File: src/rtl/fixed_point_pkg.sv
// Fixed-point types and helpers shared by the log2 / antilog feature stages.
// Q5.11 log2 codes (log_t) and unsigned Q16.16 linear values (fixed_t).
package fixed_point_pkg;

    localparam int LOG_WIDTH     = 16;
    localparam int FIX_WIDTH     = 32;
    localparam int LOG_FRAC_BITS = 11;
    localparam int FIX_FRAC_BITS = 16;
    localparam int LOG_INT_MIN   = -16;
    localparam int SHIFT_BIAS    = FIX_FRAC_BITS - LOG_FRAC_BITS;

    typedef logic signed [LOG_WIDTH-1:0] log_t;
    typedef logic        [FIX_WIDTH-1:0] fixed_t;

    typedef logic signed [5:0]             shift_t;
    typedef logic        [LOG_FRAC_BITS:0] mant_t;

    typedef struct packed {
        shift_t sh;
        mant_t  mant;
    } decode_t;

    function automatic decode_t antilog_decode(input log_t x);
        decode_t d;
        d.sh   = shift_t'($signed(x[LOG_WIDTH-1:LOG_FRAC_BITS])) + shift_t'(SHIFT_BIAS);
        d.mant = {1'b1, x[LOG_FRAC_BITS-1:0]};
        return d;
    endfunction

    // Negative shifts drop the low mantissa bits, truncating toward zero.
    function automatic fixed_t antilog_shift(input decode_t d);
        fixed_t wide;
        shift_t neg;
        wide = fixed_t'(d.mant);
        neg  = -d.sh;
        if (d.sh[5]) begin
            return wide >> neg;
        end
        return wide << d.sh;
    endfunction

endpackage

File: src/rtl/pipe_stage.sv
// One slot of an elastic valid/ready pipeline: loads when empty or when the
// downstream side drains it, otherwise holds its word stable.
module pipe_stage #(
    parameter int WIDTH = 8
) (
    input  logic             clk_in,
    input  logic             rst_in,
    input  logic             in_valid,
    output logic             in_ready,
    input  logic [WIDTH-1:0] in_data,
    output logic             out_valid,
    input  logic             out_ready,
    output logic [WIDTH-1:0] out_data
);

    assign in_ready = !out_valid || out_ready;

    always_ff @(posedge clk_in) begin
        if (rst_in) begin
            out_valid <= 1'b0;
            out_data  <= '0;
        end else if (in_ready) begin
            out_valid <= in_valid;
            if (in_valid) begin
                out_data <= in_data;
            end
        end
    end

endmodule

File: src/rtl/antilog.sv
// Q5.11 log2 -> Q16.16 linear converter, two-stage elastic pipeline.
// Optional macro ANTILOG_ZERO_FLOOR_EN maps the log-of-zero code 0x8000 to 0.
module antilog
    import fixed_point_pkg::*;
#(
    parameter int IN_FRAC   = 11,
    parameter int OUT_WIDTH = 32,
    parameter int OUT_FRAC  = 16
) (
    input  logic                 clk_in,
    input  logic                 rst_in,
    input  logic [15:0]          log_data_in,
    input  logic                 log_valid_in,
    output logic                 log_ready_out,
    output logic [OUT_WIDTH-1:0] exp_data_out,
    output logic                 exp_valid_out,
    input  logic                 exp_ready_in
);

    if (IN_FRAC != LOG_FRAC_BITS || OUT_WIDTH != FIX_WIDTH || OUT_FRAC != FIX_FRAC_BITS) begin : g_bad_params
        $error("antilog: only IN_FRAC=11, OUT_WIDTH=32, OUT_FRAC=16 are supported");
    end

    decode_t s1_d;
    decode_t s1_q;
    logic    s1_valid;
    logic    s2_ready;
    fixed_t  s2_d;

    always_comb begin
        s1_d = antilog_decode(log_t'(log_data_in));
`ifdef ANTILOG_ZERO_FLOOR_EN
        // An all-zero mantissa shifts to zero regardless of the exponent.
        if (log_data_in == 16'h8000) begin
            s1_d.mant = '0;
        end
`endif
    end

    pipe_stage #(.WIDTH($bits(decode_t))) u_decode (
        .clk_in    (clk_in),
        .rst_in    (rst_in),
        .in_valid  (log_valid_in),
        .in_ready  (log_ready_out),
        .in_data   (s1_d),
        .out_valid (s1_valid),
        .out_ready (s2_ready),
        .out_data  (s1_q)
    );

    assign s2_d = antilog_shift(s1_q);

    pipe_stage #(.WIDTH(OUT_WIDTH)) u_shift (
        .clk_in    (clk_in),
        .rst_in    (rst_in),
        .in_valid  (s1_valid),
        .in_ready  (s2_ready),
        .in_data   (s2_d),
        .out_valid (exp_valid_out),
        .out_ready (exp_ready_in),
        .out_data  (exp_data_out)
    );

endmodule

File: config.mk
export PLATFORM = sky130hd
export DESIGN_NAME = antilog
export DESIGN_NICKNAME = d
export VERILOG_FILES = /design/src/rtl/fixed_point_pkg.sv /design/src/rtl/pipe_stage.sv /design/src/rtl/antilog.sv
export SDC_FILE = /design/constraint.sdc
export NUM_CORES = 1
export LEC_CHECK = 0
export CORE_MARGIN = 3
export CORE_UTILIZATION = 25
export DETAILED_ROUTE_END_ITERATION = 16
export PLACE_DENSITY = 0.45
export SETUP_SLACK_MARGIN = 0.02
export SLEW_MARGIN = 0
export SYNTH_ARGS = -nofsm -noshare
export SYNTH_HDL_FRONTEND = slang
export SYNTH_SLANG_ARGS = --single-unit
File: constraint.sdc
create_clock -name clk_in -period 2.7 [get_ports clk_in]
set_input_delay 0.81 -clock clk_in [delete_from_list [all_inputs] [get_ports clk_in]]
set_output_delay 0.81 -clock clk_in [all_outputs]
set_load 0.05 [all_outputs]
Yosys cells after proc, flatten, opt, wreduce, memory -nomap -nowiden
Index checks and enable logic that the tools add are counted.
W data, S select, Z words.
Word-level totals
  output and inout port bits: 34
  word-level logic and storage cells: 17
  register bits: 52
Cells by class
  shift operators: 2
  reduce and logical (&&, ||, !) cells: 6
  multiplexer cells: 3
  $add $sub $neg: 2
Operators by type and width (count)
  $mux W32: 2
  $shl A12 B6 Y32: 1
  $shr A12 B6 Y32: 1
  $add A5 B4 Y6 const B: 1
  $neg A6 Y6: 1
  $reduce_and A2 Y1: 2
  $logic_not A1 Y1: 2
  $logic_or A1 B1 Y1: 2
  $mux W1: 1

Logic depth before layout (Yosys ltp)
Gate-level depths: netlist of the first run.
  depth after elaboration: 4
  mapped depth: 11
  mapped depth without buffers: 7

Cells and area by module
Synthesis of the first run repeated with hierarchy kept, for this count alone.
Second synthesis, totals
  cells, all modules: 446
  area total of the unflattened synthesis: 3995.1 µm²
Modules (own cells, without submodules)
  antilog: area each 1560.2 µm², instances 1, cells each 210
  pipe_stage at u_shift: area each 1443.9 µm², instances 1, cells each 150
  pipe_stage at u_decode: area each 991.0 µm², instances 1, cells each 86

Worst setup path after synthesis of the first run
OpenSTA, ideal clock, no wires.
  kind: register to register
  start: register u_decode.out_data[12]
  end: register u_shift.out_data[3]
  arrival: 2.353 ns
  cell stages (with the launch flop): 10
  library setup time: 0.116 ns
  required time: 2.584 ns
  slack: 0.231 ns
  path through: dfxtp_1 > buf_6 > inv_1 > buf_2 > ha_1 > buf_2 > buf_1 > mux4_2 > nor3b_1 > o211a_1
Between the ends
  cells in the longest elaborated chain, start to end: 4
Ends and longest elaborated chain
  from (decl): line pipe_stage.sv:13  | output logic [WIDTH-1:0] out_data
  from (signal assigned): line pipe_stage.sv:25  | out_data <= in_data;
  $neg A6 Y6: line fixed_point_pkg.sv:35  | neg = -d.sh;
  $shr A12 B6 Y32: line fixed_point_pkg.sv:37  | return wide >> neg;
  $mux W32: line fixed_point_pkg.sv:36  | if (d.sh[5]) begin
  $mux W32 *: line fixed_point_pkg.sv:39  | return wide << d.sh;
  to (signal assigned): line pipe_stage.sv:25
  to (decl): line pipe_stage.sv:13
Mark *: on every way between the ends. The rest lies on a longest branch, timed or not. The select of a mux whose other input is x is not followed.
A chain may end at the register's enable or synchronous reset.

Worst setup path after layout of the first run
  start: input port exp_ready_in
  end: output port log_ready_out
Between the ends
  cells in the longest elaborated chain, start to end: 2
Ends and longest elaborated chain
  from (decl): line antilog.sv:17  | input logic exp_ready_in
  $logic_or A1 B1 Y1 (2 in series): line pipe_stage.sv:16  | assign in_ready = !out_valid || out_ready;
  to (decl): line antilog.sv:14  | output logic log_ready_out,
Every way passes these cells.

==> results of run 1 <==
[how the worst max path moves through the flow]
stage	startpoint	end	slack, ns	cells past startpoint
3_5_place_dp	exp_ready_in	u_shift.out_data[12]	-0.17	7
3_3_place_gp	exp_ready_in	u_shift.out_data[12]	-0.15	7
6_report	exp_ready_in	log_ready_out	0.18	3
2_1_floorplan	u_decode.out_data[12]	u_shift.out_data[3]	0.23	9
4_1_cts	exp_ready_in	u_shift.out_data[12]	0.15	7
5_1_grt	exp_ready_in	u_shift.out_data[28]	0.05	7
[area by class of cell]
type	count	area share
Multi-Input combinational cell	321	0.505
Sequential cell	52	0.235
Timing Repair Buffer	78	0.167
Tap cell	176	0.0497
Clock buffer	5	0.0283
Inverter	10	0.00848
Clock inverter	3	0.00565
[routing by layer]
| layer | track usage | share of wire |
|---|---|---|
| met2 | 0.235 | 0.43 |
| met3 | 0.0272 | 0.062 |
| met5 | 0 | 0 |
| met4 | 0.0486 | 0.017 |
| met1 | 0.222 | 0.49 |
[registers in the layout, indices dropped and copies added (netlist names)]
register,flops
u_shift.out_valid,1
u_decode.out_valid,1
u_shift.out_data,32
u_decode.out_data,18
[metrics by stage]
stage	utilization	TNS, ns	setup WS (ns)	power (mW)
floorplan	-	0	0.231	1.29
global placement	0.318	-1.03	-0.152	1.50
detailed placement	0.318	-1.17	-0.173	1.50
CTS	0.329	0	0.152	2.17
global route	0.329	0	0.0537	2.26
finish	0.329	0	0.178	2.16
[layout by cell type (no fill, tap or decap), types with 3 or more instances in the layout]
cell type,n
sky130_fd_sc_hd__nor2b_1,4
sky130_fd_sc_hd__mux4_2,10
sky130_fd_sc_hd__clkbuf_16,5
sky130_fd_sc_hd__mux2_2,10
sky130_fd_sc_hd__and2_1,3
sky130_fd_sc_hd__nand3_1,9
sky130_fd_sc_hd__mux2i_1,22
sky130_fd_sc_hd__buf_4,24
sky130_fd_sc_hd__a221o_1,5
sky130_fd_sc_hd__o21ai_0,16
sky130_fd_sc_hd__a22oi_1,5
sky130_fd_sc_hd__nand2_1,51
sky130_fd_sc_hd__a22o_1,6
sky130_fd_sc_hd__o211a_1,3
sky130_fd_sc_hd__nand2b_1,5
sky130_fd_sc_hd__o211ai_1,6
sky130_fd_sc_hd__nand3b_1,4
sky130_fd_sc_hd__a21oi_1,29
sky130_fd_sc_hd__dfxtp_1,52
sky130_fd_sc_hd__inv_1,9
sky130_fd_sc_hd__a31oi_1,4
sky130_fd_sc_hd__a211oi_1,5
sky130_fd_sc_hd__xnor2_1,4
sky130_fd_sc_hd__nor2_1,40
sky130_fd_sc_hd__a221oi_1,6
sky130_fd_sc_hd__nor3_1,15
sky130_fd_sc_hd__clkdlybuf4s50_1,52
sky130_fd_sc_hd__nor3b_1,4
sky130_fd_sc_hd__o21a_1,3
sky130_fd_sc_hd__nand4_1,5
sky130_fd_sc_hd__xor2_1,5
[cells by family after synthesis]
kind of cell    after synthesis
compound gates              110
xor+xnor                      9
fa+ha+maj                     2
buf+inv                      47
flops                        52
mux                          43
simple gates                157
[worst max-delay path, cell delays in order]
cell	delay, ns
sky130_fd_sc_hd__clkdlybuf4s50_1	0.41
sky130_fd_sc_hd__nand3b_1	0.27
sky130_fd_sc_hd__buf_12	0.22
[power groups by stage]
stage                     Sequential (mW)  Combinational, mW  Clock, mW
after detailed placement            0.876              0.624          0
after global placement              0.875              0.627          0
after floorplan                     0.903              0.384          0
after global routing                0.864              0.682      0.718
after CTS                           0.858              0.626      0.690
final                               0.859              0.630      0.674
==> out/metrics.yaml, run 1 <==
run_status:
  result_of_the_run: "complete, no violations"
timing:
  max_slew_margin: 0.364
  hold_ws_ns: 0.469
  timing.final.hold_violations: 0
  final_period_minus_worst_setup_slack_ns: 2.52
  pin_slew_with_the_least_headroom_to_its_limit_ns: 0.950
  min_period_over_period: 0.934
  grt_setup_unrepaired: "no"
  report.final.setup_viol: 0
  skew_ns: 0.0125
  fmax_mhz: 396
  timing_max_transition_violations_final: 0
cells_and_area:
  fin_nets: 490
  flow.area_growth_from_synthesis_pct: 27.0
  layout.cell_area.non_filler_mm2: 0.00443
  final_cell_count_no_fill: 645
  layout-drive-gt1-share: 0.132
  area_of_the_multi_input_gates_mm2: 0.00224
  fillerInstances: 1465
  diodes: 0
  sequential_standard_cell_area_mm2: 0.00104
logic_synthesis:
  synth_largest_type_area_fraction: 0.299
  synth.ff_latch_count: 52
  synth.yosys.warnings: 0
  dominantRegCellSynth: "sky130_fd_sc_hd__dfxtp_1"
  netlist_instances: 420
  synth_sequential_area_ratio: 0.299
  synthSimpleGateAreaFrac: 0.223
  synthesized_area_fraction_occupied_by_adder_cells: 0.00718
  synth.largest_area_cell: "sky130_fd_sc_hd__dfxtp_1"
  synth_compound_gate_area_share: 0.222
  post_synthesis_cell_area_mm2: 0.00349
  synthMuxAreaShare: 0.168
  ys_types: 64
  synth-edff-count: 0
  synth_top_cells_by_count: "sky130_fd_sc_hd__dfxtp_1 (52), sky130_fd_sc_hd__nand2_1 (51), sky130_fd_sc_hd__nor2_1 (40)"
  yosys.cell_count.top_type: "sky130_fd_sc_hd__dfxtp_1"
  syn_nets: 442
  xor_and_xnor_fraction_of_the_mapped_netlist_area: 0.0226
  netlist_top_cells_area: "sky130_fd_sc_hd__dfxtp_1 (30%), sky130_fd_sc_hd__mux4_2 (6.5%), sky130_fd_sc_hd__mux2i_1 (6.3%)"
  asyncSetResetFlopFracSynth: 0
  largest_family_of_logic_cells_by_synthesized_area: "simple AND/OR/NAND/NOR gates"
  postSynthAreaPerCell_um2: 8.30
drt:
  vias: 3361
  initialDrtViolationCount: 179
  routedWlPerCell_um: 17.8
  routed_wl_um: 11500
  drt_pass1_iterations: 5
  drt_drc_violations_left: 0
  antenna_violating_nets_remaining: 0
  drt-vias-per-instance: 5.21
floorplanning:
  core_area_mm2: 0.0135
  rows: 42
  initial_core_utilization: 0.259
  pin_count: 54
  fp.dieArea_mm2: 0.0154
  die_x_um: 124
  dieHeight_um: 124
pwr:
  p_switching_uw: 755
  max-vdd-ir-drop_uv: 305
  clock_share_of_power: 0.312
  power.internal_mw: 1.41
  seq_power_share: 0.397
  power_switching_share: 0.349
  powerDensity_mw_per_mm2: 489
  p_leak_nw: 1.61
  comb_power_share: 0.291
placement:
  place.port_buffers: 53
  post-place-cells: 637
  gpl.final_weighted_congestion: 0.933
  hpwl_um: 8560
  dpl_cell_area_mm2: 0.00428
global_routing:
  overflow: 0
  gr-usage-all-layers: 0.155
  grt_antenna_before_repair: 0
  grt_pass1_vias: 3224
  maximum_number_of_pins_on_one_net_before_global_route_repair: 42
  global_route_wire_length_before_repair_um: 18300
setup_path:
  cp-start-kind: "input port"
  timing.rr.start: "u_decode.out_data[13]"
  timing.critical_path.arrival_ns: 1.71
  setup.worst_path.end_class: "primary output"
  reg2reg_slack_ns: 0.33
  cp_max_fo: 4
  ff2ff_path_depth: 6
  timing_worst_setup_path_type: "input port to primary output"
  critical_path_required_ns: 1.89
  critical_path.reg2reg.endpoint: "u_shift.out_data[9]"
clocking:
  ctsHtreeMaxLevel: 2
  ctsResizeCount: 0
  clk_pin_slew_worst_paths_ns: 0.08
  cts.sink_count: 52
  cts_tree: "built"
  tritoncts.num_buffers: 5
  ctsHoldBuffers: 0
  ctsLongestPathBuffers: 2
  clk_latency_ns: 0.31
  post_cts_buffers: 0
  root_buffer: "sky130_fd_sc_hd__clkbuf_16"
flow_run:
  drv.max_cap_violation_count: 0
hold_path:
  hold_path_depth: 2
  worstHoldPathType: "flop to flop"
  min-delay-start: "u_shift.out_data[28]"
  end_point_of_the_most_critical_hold_path: "u_shift.out_data[28]"
Note: power is estimated with default switching activity, not from simulation.
==> inputs of run 2 (changes only) <==
Settings changed: SYNTH_HIERARCHICAL set to 1.
Clock period 2.7 ns to 2.57 ns, I/O delays scaled along.
==> run 2 against run 1 <==
Against the previous run:
- clock skew down 0.0045 ns
- combinational power down 10%
- count of clock-buffer cells in the layout up 1
- first-iteration DRC count down 2.2%
- utilization down 1.7 points
- sequential power up 2%
- via count up 0.98%
- highest routed layer unchanged
- non-clock buffer count down 4
- setup slack worse by 0.082 ns
- die area up 14%
- global-route usage down 3.1 points
- power up 2.6%
==> out/metrics.yaml, run 2 <==
cells_and_area:
  fillerInstances: 1637  # was 1465
  register_containing_the_most_flip_flops_in_the_final_layout: "u_shift/out_data"  # was u_shift.out_data
  final_core_util: 0.312  # was 0.329
  fin_nets: 504  # was 490
  final_cell_count_no_fill: 694  # was 645
  layout-drive-gt1-share: 0.236  # was 0.132
  flow.area_growth_from_synthesis_pct: 20.6  # was 27.0%
  layout.cell_area.non_filler_mm2: 0.00482  # was 0.00443 mm^2
  layout_top_registers: "u_shift/out_data (32), u_decode/out_data (18)"  # was u_shift.out_data (32), u_decode.out_data (18)
  diodes: 0  # unchanged
  largest_register_ffs: 32  # unchanged
  layout.cells.most_common_list: "sky130_fd_sc_hd__clkdlybuf4s50_1 (51), sky130_fd_sc_hd__dfxtp_1 (51), sky130_fd_sc_hd__nand3_1 (45)"  # was sky130_fd_sc_hd__clkdlybuf4s50_1 (52), sky130_fd_sc_hd__dfxtp_1 (52), sky130_fd_sc_hd__nand2_1 (51)
clocking:
  ctsHtreeMaxLevel: 2  # unchanged
  clk_latency_ns: 0.30  # was 0.31 ns
  cts.sink_count: 52  # unchanged
  ctsHoldBuffers: 0  # unchanged
  root_buffer: "sky130_fd_sc_hd__clkbuf_16"  # unchanged
  cts_tree: "built"  # unchanged
  ctsResizeCount: 0  # unchanged
  tritoncts.num_buffers: 5  # unchanged
  clk_pin_slew_worst_paths_ns: 0.07  # was 0.08 ns
  post_cts_buffers: 0  # unchanged
  ctsLongestPathBuffers: 2  # unchanged
setup_path:
  cp-start-kind: "input port"  # unchanged
  timing.critical_path.arrival_ns: 1.70  # was 1.71 ns
  critical_path_required_ns: 1.80  # was 1.89 ns
  setup.worst_path.end_class: "primary output"  # unchanged
  crit_buf_inv: 2  # unchanged
  cp_max_fo: 3  # was 4
  cell_type_with_the_highest_occurrence_count_on_the_critical_path: "sky130_fd_sc_hd__nand2b_4"
  cp_top_family: "buffers and inverters"  # unchanged
  slowest_stage_cell_cp: "sky130_fd_sc_hd__clkdlybuf4s50_1"  # unchanged
  timing_worst_setup_path_type: "input port to primary output"  # unchanged
  path_cells: "clkdlybuf4s50_1 > nand2b_4 > nand2b_4 > buf_12"  # was clkdlybuf4s50_1 > nand3b_1 > buf_12
  cpPeakStageDelay_ns: 0.46  # was 0.41 ns
timing:
  final.setup.worst_slack_ns: 0.0961  # was 0.178 ns
  grt_setup_unrepaired: "no"  # unchanged
  report.final.setup_viol: 0  # unchanged
  pin_slew_with_the_least_headroom_to_its_limit_ns: 0.637  # was 0.950 ns
  accumulated_negative_setup_slack_ns: 0  # unchanged
  hold_ws_ns: 0.535  # was 0.469 ns
  min_period_over_period: 0.963
  fmax_mhz: 404
  timing.final.hold_violations: 0  # unchanged
  final_period_minus_worst_setup_slack_ns: 2.47
  max_slew_margin: 0.575  # was 0.364
  timing_max_transition_violations_final: 0  # unchanged
  skew_ns: 0.00798  # was 0.0125 ns
logic_synthesis:
  synth.ff_latch_count: 52  # unchanged
  synth_sequential_area_ratio: 0.261  # was 0.299
  synth.largest_area_cell: "sky130_fd_sc_hd__dfxtp_1"  # unchanged
  syn_nets: 468  # was 442
  synth.yosys.warnings: 6  # was 0
  synth_top_cells_by_count: "sky130_fd_sc_hd__dfxtp_1 (52), sky130_fd_sc_hd__nand3_1 (45), sky130_fd_sc_hd__a21oi_1 (40)"  # was sky130_fd_sc_hd__dfxtp_1 (52), sky130_fd_sc_hd__nand2_1 (51), sky130_fd_sc_hd__nor2_1 (40)
  synth_largest_type_area_fraction: 0.261  # was 0.299
  post_synthesis_cell_area_mm2: 0.00400  # was 0.00349 mm^2
  dominantRegCellSynth: "sky130_fd_sc_hd__dfxtp_1"  # unchanged
  yosys.cell_count.top_type: "sky130_fd_sc_hd__dfxtp_1"  # unchanged
  netlist_instances: 446  # was 420
  asyncSetResetFlopFracSynth: 0  # unchanged
  postSynthAreaPerCell_um2: 8.96  # was 8.30 um^2
  synth-edff-count: 0  # unchanged
  netlist_top_cells_area: "sky130_fd_sc_hd__dfxtp_1 (26%), sky130_fd_sc_hd__mux2i_1 (7.0%), sky130_fd_sc_hd__a21bo_2 (6.5%)"  # was sky130_fd_sc_hd__dfxtp_1 (30%), sky130_fd_sc_hd__mux4_2 (6.5%), sky130_fd_sc_hd__mux2i_1 (6.3%)
  ys_types: 58  # was 64
drt:
  drt-vias-per-instance: 4.89  # was 5.21
  drt_pass1_iterations: 4  # was 5
  initialDrtViolationCount: 175  # was 179
  routed_wl_um: 10900  # was 11500 um
  drt_drc_violations_left: 0  # unchanged
  routedWlPerCell_um: 15.7  # was 17.8 um
  vias: 3394  # was 3361
  antenna_violating_nets_remaining: 0  # unchanged
floorplanning:
  rows: 45  # was 42
  pin_count: 54  # unchanged
  core_area_mm2: 0.0154  # was 0.0135 mm^2
  fp.dieArea_mm2: 0.0175  # was 0.0154 mm^2
  initial_core_utilization: 0.259  # about the same
  dieHeight_um: 132  # was 124 um
  die_x_um: 132  # was 124 um
global_routing:
  global_route_wire_length_before_repair_um: 17900  # was 18300 um
  grt_antenna_before_repair: 0  # unchanged
  gr-usage-all-layers: 0.124  # was 0.155
  overflow: 0  # unchanged
  maximum_number_of_pins_on_one_net_before_global_route_repair: 66  # was 42
  grt_pass1_vias: 3306  # was 3224
pwr:
  p_leak_nw: 1.72  # was 1.61 nW
  design_power_total_mw: 2.22  # was 2.16 mW
  max-vdd-ir-drop_uv: 260  # was 305 uV
  powerDensity_mw_per_mm2: 461  # was 489 mW/mm^2
hold_path:
  worstHoldPathType: "flop to flop"  # unchanged
placement:
  placement.setup.worst_slack_ns: 0.0892  # was -0.173 ns
  post-place-cells: 686  # was 637
  dpl_cell_area_mm2: 0.00465  # was 0.00428 mm^2
  gpl.final_weighted_congestion: 0.851  # was 0.933
  hpwl_um: 8010  # was 8560 um
  place.port_buffers: 53  # unchanged
run_status:
  result_of_the_run: "complete, no violations"  # unchanged
flow_run:
  drv.max_cap_violation_count: 0  # unchanged
[run 2: cell count changes in the layout (fill, tap and decap cells not counted), moves of 8 or more]
cell,change
sky130_fd_sc_hd__nand2_1,-39
sky130_fd_sc_hd__nand3_1,+36
sky130_fd_sc_hd__a21bo_2,+26
sky130_fd_sc_hd__a21bo_1,+24
sky130_fd_sc_hd__a21oi_2,+24
sky130_fd_sc_hd__nor2_1,-13
sky130_fd_sc_hd__a21oi_1,+11
sky130_fd_sc_hd__o21ai_0,-11
sky130_fd_sc_hd__nor3_1,-9
sky130_fd_sc_hd__nand3_2,+8
[run 2: worst reg2reg max path, cell delays in order, from the launching register on]
cell,delay [ns]
sky130_fd_sc_hd__dfxtp_1,0.36
sky130_fd_sc_hd__inv_2,0.05
sky130_fd_sc_hd__ha_1,0.52
sky130_fd_sc_hd__buf_4,0.22
sky130_fd_sc_hd__mux2i_1,0.09
sky130_fd_sc_hd__nand2_1,0.09
sky130_fd_sc_hd__o21ai_0,0.12
sky130_fd_sc_hd__buf_4,0.18
sky130_fd_sc_hd__mux2_2,0.27
sky130_fd_sc_hd__o22ai_1,0.13
sky130_fd_sc_hd__nand3_1,0.10
sky130_fd_sc_hd__a21oi_1,0.15
[run 2: path summary, 6_finish.rpt]
check	start	end	slack (ns)	cells past startpoint
worst min-delay path	u_decode/out_valid	u_decode/out_valid	0.54	2
worst max-delay path	exp_ready_in	log_ready_out	0.1	4
worst min register to register	u_decode/out_valid	u_decode/out_valid	0.54	2
worst max register to register	u_decode/out_data[12]	u_shift/out_data[4]	0.24	11
[run 2: per-layer routing]
layer | vias up | routed length, um | GRT usage
met5 | - | 0 | 0
met4 | 0 | 119 | 0.0312
met3 | 8 | 455 | 0.0255
met2 | 61 | 5060 | 0.195
met1 | 1621 | 5290 | 0.174
li1 | 1704 | - | -
[run 2: area by class of cell]
type | count | area (um^2) | area share
Clock inverter | 2 | 38.8 | 0.00805
Clock buffer | 6 | 129 | 0.0268
Multi-Input combinational cell | 339 | 2600 | 0.540
Sequential cell | 52 | 1040 | 0.216
Tap cell | 211 | 264 | 0.0548
Timing Repair Buffer | 74 | 706 | 0.146
Inverter | 10 | 37.5 | 0.00779
[run 2: cells by family (layout without fill, tap and decap cells)]
family / after synthesis / after routing / synth area share
DFF: 52 / 52 / 0.261
muxes: 48 / 48 / 0.150
adders and majority gates: 2 / 2 / 0.00626
xor gates and xnor gates: 6 / 6 / 0.0150
and+or+nand+nor: 122 / 122 / 0.168
buffers and inverters: 55 / 92 / 0.0886
AOI/OAI and AO/OA: 160 / 160 / 0.311
other: 1 / 1 / 0.000939
[run 2: power breakdown]
group          leakage (nW)  internal (mW)  total (mW)  switching, mW
Combinational          1.22          0.245       0.565          0.320
Sequential            0.423          0.832       0.876         0.0440
Clock                0.0815          0.464       0.779          0.315
